==> src/rtl/tisc_pkg.sv <==
// rtl/tisc_pkg.sv - shared register-file constants, typedefs and dump FSM state encoding
package tisc_pkg;
    localparam int DATA_W   = 8;
    localparam int ADDR_W   = 3;
    localparam int NUM_REGS = 8;

    typedef logic [ADDR_W-1:0] reg_addr_t;
    typedef logic [DATA_W-1:0] reg_data_t;

    typedef enum logic [1:0] {
        IDLE,
        FETCH,
        SEND,
        DONE
    } dump_state_t;
endpackage

==> src/rtl/stream_out_reg.sv <==
// rtl/stream_out_reg.sv - output beat register holding data/addr/last until accepted
// Optional out_sum tag when REGFILE_DUMP_CHECKSUM_EN is defined.
module stream_out_reg #(
    parameter int DATA_W = 8,
    parameter int ADDR_W = 3
) (
    input  logic              clk,
    input  logic              rst,
    input  logic              load,
    input  logic [DATA_W-1:0] in_data,
    input  logic [ADDR_W-1:0] in_addr,
    input  logic              in_last,
`ifdef REGFILE_DUMP_CHECKSUM_EN
    input  logic              in_sum,
    output logic              out_sum,
`endif
    input  logic              out_ready,
    output logic              out_valid,
    output logic [DATA_W-1:0] out_data,
    output logic [ADDR_W-1:0] out_addr,
    output logic              out_last
);
    always_ff @(posedge clk or posedge rst) begin
        if (rst) begin
            out_valid <= 1'b0;
            out_data  <= '0;
            out_addr  <= '0;
            out_last  <= 1'b0;
`ifdef REGFILE_DUMP_CHECKSUM_EN
            out_sum   <= 1'b0;
`endif
        end else if (load) begin
            out_valid <= 1'b1;
            out_data  <= in_data;
            out_addr  <= in_addr;
            out_last  <= in_last;
`ifdef REGFILE_DUMP_CHECKSUM_EN
            out_sum   <= in_sum;
`endif
        end else if (out_valid && out_ready) begin
            out_valid <= 1'b0;
        end
    end
endmodule

==> src/rtl/regfile_dump_reader.sv <==
// rtl/regfile_dump_reader.sv - walks a wrapping register range and streams each word out
// REGFILE_DUMP_CHECKSUM_EN adds out_sum and a trailing XOR checksum beat.
module regfile_dump_reader #(
    parameter int DATA_W   = tisc_pkg::DATA_W,
    parameter int ADDR_W   = tisc_pkg::ADDR_W,
    parameter int NUM_REGS = tisc_pkg::NUM_REGS
) (
    input  logic              clk,
    input  logic              rst,
    input  logic              start,
    input  logic [ADDR_W-1:0] first_addr,
    input  logic [ADDR_W-1:0] last_addr,
    output logic              busy,
    output logic              done,
    output logic [ADDR_W-1:0] rd_addr,
    input  logic [DATA_W-1:0] rd_data,
    output logic              out_valid,
    input  logic              out_ready,
    output logic [DATA_W-1:0] out_data,
    output logic [ADDR_W-1:0] out_addr,
`ifdef REGFILE_DUMP_CHECKSUM_EN
    output logic              out_sum,
`endif
    output logic              out_last
);
    import tisc_pkg::*;

    dump_state_t       state;
    logic [ADDR_W-1:0] ptr;
    logic [ADDR_W-1:0] end_addr;
    logic              load;
    logic              accept;
    logic [DATA_W-1:0] beat_data;
    logic [ADDR_W-1:0] beat_addr;
    logic              beat_last;

    assign rd_addr = ptr;
    assign load    = (state == FETCH);
    assign accept  = (state == SEND) && out_valid && out_ready;

`ifdef REGFILE_DUMP_CHECKSUM_EN
    logic [DATA_W-1:0] sum;
    logic              sum_phase;

    // The checksum beat reuses FETCH/SEND; sum_phase selects it over register data.
    assign beat_data = sum_phase ? sum : rd_data;
    assign beat_addr = sum_phase ? '0 : ptr;
    assign beat_last = sum_phase;
`else
    assign beat_data = rd_data;
    assign beat_addr = ptr;
    assign beat_last = (ptr == end_addr);
`endif

    stream_out_reg #(
        .DATA_W (DATA_W),
        .ADDR_W (ADDR_W)
    ) u_out (
        .clk       (clk),
        .rst       (rst),
        .load      (load),
        .in_data   (beat_data),
        .in_addr   (beat_addr),
        .in_last   (beat_last),
`ifdef REGFILE_DUMP_CHECKSUM_EN
        .in_sum    (sum_phase),
        .out_sum   (out_sum),
`endif
        .out_ready (out_ready),
        .out_valid (out_valid),
        .out_data  (out_data),
        .out_addr  (out_addr),
        .out_last  (out_last)
    );

    always_ff @(posedge clk or posedge rst) begin
        if (rst) begin
            state     <= IDLE;
            ptr       <= '0;
            end_addr  <= '0;
            busy      <= 1'b0;
            done      <= 1'b0;
`ifdef REGFILE_DUMP_CHECKSUM_EN
            sum       <= '0;
            sum_phase <= 1'b0;
`endif
        end else begin
            case (state)
                IDLE: begin
                    done <= 1'b0;
                    if (start) begin
                        ptr      <= first_addr;
                        end_addr <= last_addr;
                        busy     <= 1'b1;
                        state    <= FETCH;
`ifdef REGFILE_DUMP_CHECKSUM_EN
                        sum       <= '0;
                        sum_phase <= 1'b0;
`endif
                    end
                end
                FETCH: begin
`ifdef REGFILE_DUMP_CHECKSUM_EN
                    if (!sum_phase) sum <= sum ^ rd_data;
`endif
                    state <= SEND;
                end
                SEND: begin
                    if (accept) begin
`ifdef REGFILE_DUMP_CHECKSUM_EN
                        if (sum_phase) begin
                            busy  <= 1'b0;
                            done  <= 1'b1;
                            state <= DONE;
                        end else if (ptr == end_addr) begin
                            sum_phase <= 1'b1;
                            state     <= FETCH;
                        end else begin
                            ptr   <= ADDR_W'((int'(ptr) + 1) % NUM_REGS);
                            state <= FETCH;
                        end
`else
                        if (ptr == end_addr) begin
                            busy  <= 1'b0;
                            done  <= 1'b1;
                            state <= DONE;
                        end else begin
                            ptr   <= ADDR_W'((int'(ptr) + 1) % NUM_REGS);
                            state <= FETCH;
                        end
`endif
                    end
                end
                DONE: begin
                    done  <= 1'b0;
                    state <= IDLE;
                end
                default: state <= IDLE;
            endcase
        end
    end
endmodule

==> config.mk <==
export PLATFORM = sky130hd
export DESIGN_NAME = regfile_dump_reader
export DESIGN_NICKNAME = d
export VERILOG_FILES = /design/src/rtl/tisc_pkg.sv /design/src/rtl/stream_out_reg.sv /design/src/rtl/regfile_dump_reader.sv
export SDC_FILE = /design/constraint.sdc
export NUM_CORES = 1
export LEC_CHECK = 0
export CELL_PAD_IN_SITES_DETAIL_PLACEMENT = 0
export CELL_PAD_IN_SITES_GLOBAL_PLACEMENT = 2
export CORE_UTILIZATION = 31
export DETAILED_ROUTE_END_ITERATION = 16
export PLACE_DENSITY_LB_ADDON = 0.25
export SYNTH_ARGS = -nofsm -noshare
export SYNTH_HDL_FRONTEND = slang
export SYNTH_HIERARCHICAL = 1
export SYNTH_SLANG_ARGS = --single-unit
==> constraint.sdc <==
create_clock -name clk -period 3.09 [get_ports clk]
set_clock_uncertainty 0.2 [all_clocks]
set_input_delay 0.618 -clock clk [delete_from_list [all_inputs] [get_ports clk]]
set_output_delay 0.618 -clock clk [all_outputs]
set_load 0.01 [all_outputs]
After elaboration in Yosys (flattened, before gate mapping) --
Cells that the tools add are included.
Storage, ports and cells: bits in registers 23, input port bits 18, output and inout bits 18, word-level logic and storage cells 48
Operators by class: $add $sub $neg 1, equality and inequality tests 8, mux-type cells 17, reduce and logical (&&, ||, !) cells 13
Operators by type and width (number):
- 3-bit two-way mux | 3
- 2-bit case mux with 4 select lines | 1
- 4-bit AND reduction | 2
- 1-bit two-way mux | 7
- 2-bit two-way mux | 3
- 2-bit != test, second input constant | 3
- 3-bit case mux with 2 select lines | 1
- 2-bit nonzero test | 3
- 2-bit == test, second input constant | 2
- 1-bit case mux with 2 select lines | 2
- 2-bit AND reduction | 2
- 3-bit by 1-bit adder with 3-bit output, second input constant | 1
- 3-bit == test | 1
- 1-bit logical AND | 3
- 3-bit AND reduction | 1
- 2-bit by 1-bit == test with 1-bit output, second input constant | 1
- 2-bit zero test | 1
- 2-bit by 1-bit != test with 1-bit output, second input constant | 1
- 2-bit OR reduction | 1

Logic depth before layout (Yosys ltp) --
word-level depth 5, gate-level depth with buffers 6

Hierarchy --
Netlist, hierarchy kept.
By module, submodules not included:
- regfile_dump_reader | instances 1, cells each 62, area each 591.8 sq um, seq. area each 250.2 sq um
- stream_out_reg | instances 1, cells each 29, area each 521.8 sq um, seq. area each 325.3 sq um

Least setup slack after synthesis --
OpenSTA, ideal clock, no wires.
path type register to register, from reg ptr[0], in the netlist rd_addr[0], to reg done, arrival time 1.533 ns, data required time 2.821 ns, path slack 1.287 ns, stages on the path, launching flop included 6, path buffers 1, clock period less this slack 1.803 ns, cells stage by stage dfrtp_1 xor2_1 or3_1 buf_2 or3_1 nand3_1
On the way: longest elaborated chain between the ends 3
Ends and longest elaborated chain:
- start, declared | line regfile_dump_reader.sv:29 | logic [ADDR_W-1:0] ptr;
- start signal, assigned | line regfile_dump_reader.sv:92 | ptr <= first_addr;
- start signal, assigned | line regfile_dump_reader.sv:128 | ptr <= ADDR_W'((int'(ptr) + 1) % NUM_REGS);
- 3-bit == test | line regfile_dump_reader.sv:123 | if (ptr == end_addr) begin
- 2-bit by 1-bit != test with 1-bit output (no source line)
- 3-bit AND reduction (no source line)
- end signal, assigned | line regfile_dump_reader.sv:90 | done <= 1'b0;
- end signal, assigned | line regfile_dump_reader.sv:125 | done <= 1'b1;
- end signal, assigned | line regfile_dump_reader.sv:135 | done <= 1'b0;
- end, declared | line regfile_dump_reader.sv:14 | output logic done,
Every way passes these cells. A chain may end at the register's enable or synchronous reset.

Worst setup path after layout --
from reg ptr[0], in the netlist rd_addr[0], to out rd_addr[0]
RTL lines:
- end, declared | line regfile_dump_reader.sv:15 | output logic [ADDR_W-1:0] rd_addr,
No word-level cell between the ends.

==> metrics.cfg <==
[critical_path]
critical_path.cell_chain = clkdlybuf4s50_1
cp.required_ns = 2.27
cp_num_buf_inv = 1
crit_fanout = 6
endpoint = rd_addr[0]
r2r_slack_ns = 1.05
start_kind = flip-flop
r2r-start = state[0]
critPathLaunch = rd_addr[0]
end_kind = primary output
worst_path_largest_cell_delay_ns = 0.58
crit_family = buffers and inverters
cp_num_cells = 1
cp_slowest_cell = clkdlybuf4s50_1
crit_type = flip-flop to primary output
r2r-end = rd_addr[1]
critPathArrivalTime_ns = 1.39
r2r_cells = 6

[routing]
drt_drc_violations_left = 0
wl_met3_um = 106
firstDrtPassIters = 4
ant_nets = 0
wl_mm = 2.19
wl_met1_mm = 1.09
num_vias = 786
viasPerCell = 4.54
wl_met2_um = 980
drtIter0Drc = 22
routedWlPerCell_um = 12.6
top_layer = met4

[logic_synthesis]
yosysMostFrequentCell = dfrtp_1
synthesis.area_um2 = 1110
synthesis.nets = 113
syn_area_per_cell_um2 = 12.2
synth_top_area_share_pct = 51.7
synth_ff_type = dfrtp_1
yosysWarnings = 6
async_flop_share_pct = 100
ys_types = 28
synth_seq_cells = 23
ys_seq_area_share_pct = 51.7
yosysTopAreaCell = dfrtp_1
syn_inst = 91
synthTopCellsByCount = dfrtp_1, mux2_4, inv_1, nand2_1, mux2_2
synth-edff-count = 0
synth_area_leaders = dfrtp_1, mux2_4, mux2_2, ha_1, inv_1

[sta]
hold_violations = 0
fin_ws_ns = 0.884
fmax_ghz = 0.453
rsz0062_at_grt = no
period_share_pct = 71.4
tightest_slew_ns = 0.781
slew_headroom_pct = 47.9
finalSetupTns_ns = 0
finalCriticalPeriod_ns = 2.21
setup_viol = 0
slew_viol_final = 0

[placement]
pre_cts_slack_ns = 0.968
io_buffer_count = 35
dpl.hpwl_mm = 1.67
gp_congestion = 0.743
place_area_um2 = 1500

[die]
core_area_um2 = 3390
dieArea_um2 = 3840
start_util_pct = 32.9
ioPinCount = 36
fp.dieH_um = 61.9
dieWidth_um = 61.9
rows = 21

[clocking]
cts.clk_slew.worst_paths_ns = 0.13
htreeDepth = 1
cts_tree = built
cts_buffers = 3
insertion_delay_ns = 0.31
clk_path_buf_depth = 2
hold_buffers = 0
ctsResizeCount = 0
root_buffer = clkbuf_4
cts.sinks = 23
postCtsSetupRepairBufs = 0

[power]
vdd_ir_drop_max_mv = 0.240
power.density_nw_per_um2 = 306
leakagePower_nw = 0.749

[global_routing]
grt_antenna_before_repair = 0
grt_max_degree = 15
grt_pass1_wl_mm = 3.47
grt_usage_pct = 12.6
grt_pass1_vias = 733
grt_overflow_total = 0

[cells_and_area]
area.growth.synth_to_final_pct = 37.3
antenna_cells = 0
num-nets-final = 150
fill_cells = 327
multi_input_area_um2 = 488
fin_area_um2 = 1530
drive_above_1_share_pct = 15.7
final-seq-area_um2 = 576

[worst_hold_path]
hold_path_class = flip-flop to flip-flop

[flow_run]
max-cap-violations = 0

[outcome]
status = finished clean

routing by layer:
metal | GRT usage (%) | up-vias
met5 | 0 | -
met2 | 19.8 | 22
met1 | 16.8 | 376
met4 | 2.86 | 0
met3 | 4.14 | 2
li1 | - | 386
flip-flops by register name (all words and copies together) (netlist names):
signal	count
u_out/out_last	1
state	2
end_addr	3
rd_addr	3
u_out/out_addr	3
busy	1
u_out/out_data	8
done	1
u_out/out_valid	1
power breakdown:
group | switching (W) | leakage, nW | total, W | internal [W]
Clock | 0.0000889 | 0.0177 | 0.000137 | 0.0000483
Combinational | 0.00000985 | 0.421 | 0.0000293 | 0.0000194
Sequential | 0 | 0.311 | 0.000301 | 0.000301
per-stage QoR:
step                      util [%]  std cells  hold slack [ns]  power, W
after global placement        44.3        169            0.289  0.000336
after global routing          45.1        173            0.349  0.000494
after CTS                     45.1        173            0.327  0.000479
after detailed placement      44.3        169            0.296  0.000337
after floorplan                  -         91            0.258  0.000312
final                         45.1        173            0.323  0.000467
cell usage in the layout, fill, tap and decap left out:
master and count:
nor4_1 1, clkinv_2 1, clkbuf_4 3, mux2_4 9, nor3b_1 1, nand4_1 1, o211ai_1 1, mux2_2 6
inv_1 8, a2bb2oi_1 2, o31ai_1 1, dfrtp_1 23, mux2i_1 2, a22o_1 1, nor2_1 2, o21ai_0 3
nand2b_1 1, or3_1 2, o22ai_1 2, nand3_1 1, nand3b_1 1, nand2_1 8, xor2_1 3, ha_1 4
a21o_1 1, clkdlybuf4s50_1 35, a21o_2 1, a21oi_1 3
worst min-delay path by stage:
stage                       from                end  slack [ns]  cells past startpoint
5_1_grt        u_out/out_data[7]  u_out/out_data[7]        0.35                      1
3_3_place_gp      u_out/out_last     u_out/out_last        0.29                      1
3_5_place_dp      u_out/out_last     u_out/out_last        0.30                      1
6_report       u_out/out_data[7]  u_out/out_data[7]        0.32                      1
2_1_floorplan                rst               busy        0.26                      1
4_1_cts           u_out/out_last     u_out/out_last        0.33                      1
worst reg2reg max path: cells and delay by family (launching register included):
family                     cells  cell delay (ns)
and+or+nand+nor                2             0.50
DFF                            1             0.42
adders and majority gates      1             0.44
buffers and inverters          2             0.22
AOI/OAI and AO/OA              1             0.14
layout make-up:
type,count,area share (%)
Inverter,8,1.96
Timing Repair Buffer,35,22.9
Clock inverter,1,0.327
Clock buffer,3,1.47
Sequential cell,23,37.6
Tap cell,46,3.76
Multi-Input combinational cell,57,31.9
cells by family (layout without fill, tap and decap cells):
kind of cell	Yosys count	in the layout	share of synthesized area, %
flip-flops	23	23	51.7
AND/OR/NAND/NOR	18	18	7.98
multiplexers	17	17	20.0
AO/OA/AOI/OAI	15	15	8.99
buffers and inverters	11	47	4.49
adder cells (fa/ha/maj)	4	4	4.49
XOR/XNOR	3	3	2.36
(Power assumes the default switching activity.)
==> RTL change, RTL diff (config.mk and constraints unchanged) <==
`DATA_W` is set to 8 in 2 places; all go to 7.
--- a/src/rtl/tisc_pkg.sv
+++ b/src/rtl/tisc_pkg.sv
@@ -1,5 +1,5 @@
 // rtl/tisc_pkg.sv - shared register-file constants, typedefs and dump FSM state encoding
 package tisc_pkg;
-    localparam int DATA_W   = 8;
+    localparam int DATA_W   = 7;
     localparam int ADDR_W   = 3;
     localparam int NUM_REGS = 8;
--- a/src/rtl/stream_out_reg.sv
+++ b/src/rtl/stream_out_reg.sv
@@ -2,5 +2,5 @@
 // Optional out_sum tag when REGFILE_DUMP_CHECKSUM_EN is defined.
 module stream_out_reg #(
-    parameter int DATA_W = 8,
+    parameter int DATA_W = 7,
     parameter int ADDR_W = 3
 ) (
Ports: changed (resized out_data and rd_data); port bits go from 36 to 34. The function was not compared with the original's and may differ.
==> RTL change against the unedited design <==
Sequential share of layout area down 0.88 points; die area down 3.2%; area after synthesis down 3.3%; combinational power down 4%; setup slack better by 29 ps; power up 14%; non-clock buffer count down 2; sequential cell count down 1; fmax up 1.3%; routed wire length down 2.7%; final area down 2.0%; via count down 1.5%; largest power group unchanged.
==> RTL change: results (changes against the unedited design) <==
Yosys
  • Top cells by area, synth: dfrtp_1 51%, mux2_4 13%, mux2_2 5.2%, ha_1 4.6%, inv_1 2.8% (was dfrtp_1 52%, mux2_4 12%, mux2_2 6.1%, ha_1 4.5%, inv_1 2.7%)
  • Cell taking the most area after synthesis: dfrtp_1 (unchanged)
  • Yosys warns: 6 (unchanged)
  • Commonest cells in the netlist: 22 x dfrtp_1, 9 x mux2_4, 8 x inv_1, 8 x nand2_1, 5 x mux2_2 (was 23 x dfrtp_1, 9 x mux2_4, 8 x inv_1, 8 x nand2_1, 6 x mux2_2)
  • Synth cell types: 28 (unchanged)
  • Seq/Total Area, Yosys: 51.1% (was 51.7%)
  • Async SR Flop Fraction: 100% (unchanged)
  • Syn Area/Cell: 12.1 µm² (was 12.2 µm²)
  • Synthesized Nets: 110 (was 113)

Detailed routing
  • Vias post-DR: 774 (was 786)
  • DRT Pass-1 Iters: 4 (unchanged)
  • WL final: 2.13 mm (was 2.19 mm)
  • Via-per-instance ratio: 4.58 (was 4.54)
  • DRT iter0 DRCs: 17 (was 22)

Global route
  • Vias in the first global route: 741 (was 733)
  • First-pass GRT wire length: 3.30 mm (was 3.47 mm)
  • Largest net degree at the start of global routing: 15 (unchanged)
  • Overall routing resource usage: 12.4% (was 12.6%)
  • Antenna violations before repair: 0 (unchanged)

Critical path
  • RR Startpoint: state[0] (unchanged)
  • Critical-path top delay cell: clkdlybuf4s50_1 (unchanged)
  • Worst-case reg-to-reg path depth: 6 (unchanged)
  • CP endpoint: rd_addr[0] (unchanged)
  • RR Endpoint: rd_addr[0] (was rd_addr[1])
  • Critical path peak fanout: 6 (unchanged)
  • CP Launch Point: rd_addr[0] (unchanged)
  • Worst R2R Setup Slack: 990 ps (was 1050 ps)
  • Max stage delay on crit path: 580 ps (about the same)
  • Largest delay share family, worst path: buffers and inverters (unchanged)
  • Arrival time at the worst endpoint: 1360 ps (was 1390 ps)

Finish
  • Layout cells sized above 1: 15.4% (was 15.7%)
  • Layout Nets: 145 (was 150)
  • Ant. Diodes: 0 (unchanged)
  • Fill cells: 327 (unchanged)
  • Largest Register: u_out/out_data (unchanged)
  • Max reg flops: 7 (was 8)

CTS
  • Post_cts resized: 0 (unchanged)
  • Worst-Skew Late Latency: 310 ps (about the same)
  • Reg clk slew, reported paths: ~120 ps
  • Htree depth: 1 (unchanged)
  • Num CTS Buffers: 3 (unchanged)
  • CTS Buffer Depth: 2 (unchanged)
  • CTS root buffer: clkbuf_4 (unchanged)
  • Setup Fix Bufs, Post-CTS: 0 (unchanged)

Power and ir drop
  • P_leak: 0.733 nW (was 0.749 nW)
  • Worst VDD drop: 0.259 mV (was 0.240 mV)

Min path
  • Tightest Hold Check Type: flip-flop to flip-flop (unchanged)

Place
  • Routability cong.: 0.723 (was 0.743)
  • Post-DP HPWL: 1.57 mm (was 1.67 mm)
  • DP Cell Count: 165 (was 169)
  • I/O Buffers: 33 (was 35)

Timing
  • Rel. slew slack: 51.7% (was 47.9%)
  • Final slew viol count: 0 (unchanged)

Run status
  • Outcome: completed (unchanged)
RTL change: cell count changes after synthesis:
| cell | change |
|---|---|
| mux2_2 | -1 |
| dfrtp_1 | -1 |
RTL change: cell families after synthesis:
group | share of synthesized area (%)
buffers and inverters | 4.65
adder cells (fa/ha/maj) | 4.65
XOR/XNOR | 2.44
multiplexers | 19.6
flip-flops | 51.1
AND/OR/NAND/NOR | 8.25
AO/OA/AOI/OAI | 9.29
RTL change: per-layer routing:
layer / GRT usage (%) / part of all wire [%] / vias up
li1: - / - / 376
met2: 20.7 / 45 / 28
met5: 0 / 0 / -
met3: 5.12 / 7.3 / 2
met4: 2.92 / 0.75 / 0
met1: 14.9 / 47 / 368
RTL change: worst min-delay path by stage:
stage                      startpoint           endpoint  slack (ps)  cells after the start
floorplan                         rst               busy         260                      1
global placement    u_out/out_addr[2]  u_out/out_addr[2]         290                      1
detailed placement  u_out/out_data[1]  u_out/out_data[1]         290                      1
CTS                          state[1]           state[1]         320                      1
global route        u_out/out_data[1]  u_out/out_data[1]         330                      1
finish                       state[1]           state[1]         310                      1
RTL change: power breakdown:
group / internal [mW] / switching, mW
combinational: 0.0184 / 0.00961
sequential: 0.288 / 0
clock: 0.131 / 0.0884
RTL change: layout make-up:
| type | count | area [µm²] | area share [%] |
|---|---|---|---|
| Tap cell | 46 | 57.6 | 3.84 |
| Clock inverter | 1 | 30.0 | 2.01 |
| Clock buffer | 3 | 22.5 | 1.50 |
| Inverter | 8 | 30.0 | 2.01 |
| Timing Repair Buffer | 33 | 330 | 22.1 |
| Multi-Input combinational cell | 56 | 477 | 31.8 |
| Sequential cell | 22 | 551 | 36.8 |
RTL change: through the flow:
step / setup slack [ps] / instance area (µm²) / power [mW] / util (%)
after global routing: 835 / 1500 / 0.558 / 44.9
final: 912 / 1500 / 0.535 / 44.9
after detailed placement: 915 / 1450 / 0.322 / 43.3
after global placement: 938 / 1450 / 0.322 / 43.3
after floorplan: 1290 / 1080 / 0.299 / -
after CTS: 882 / 1500 / 0.547 / 44.9
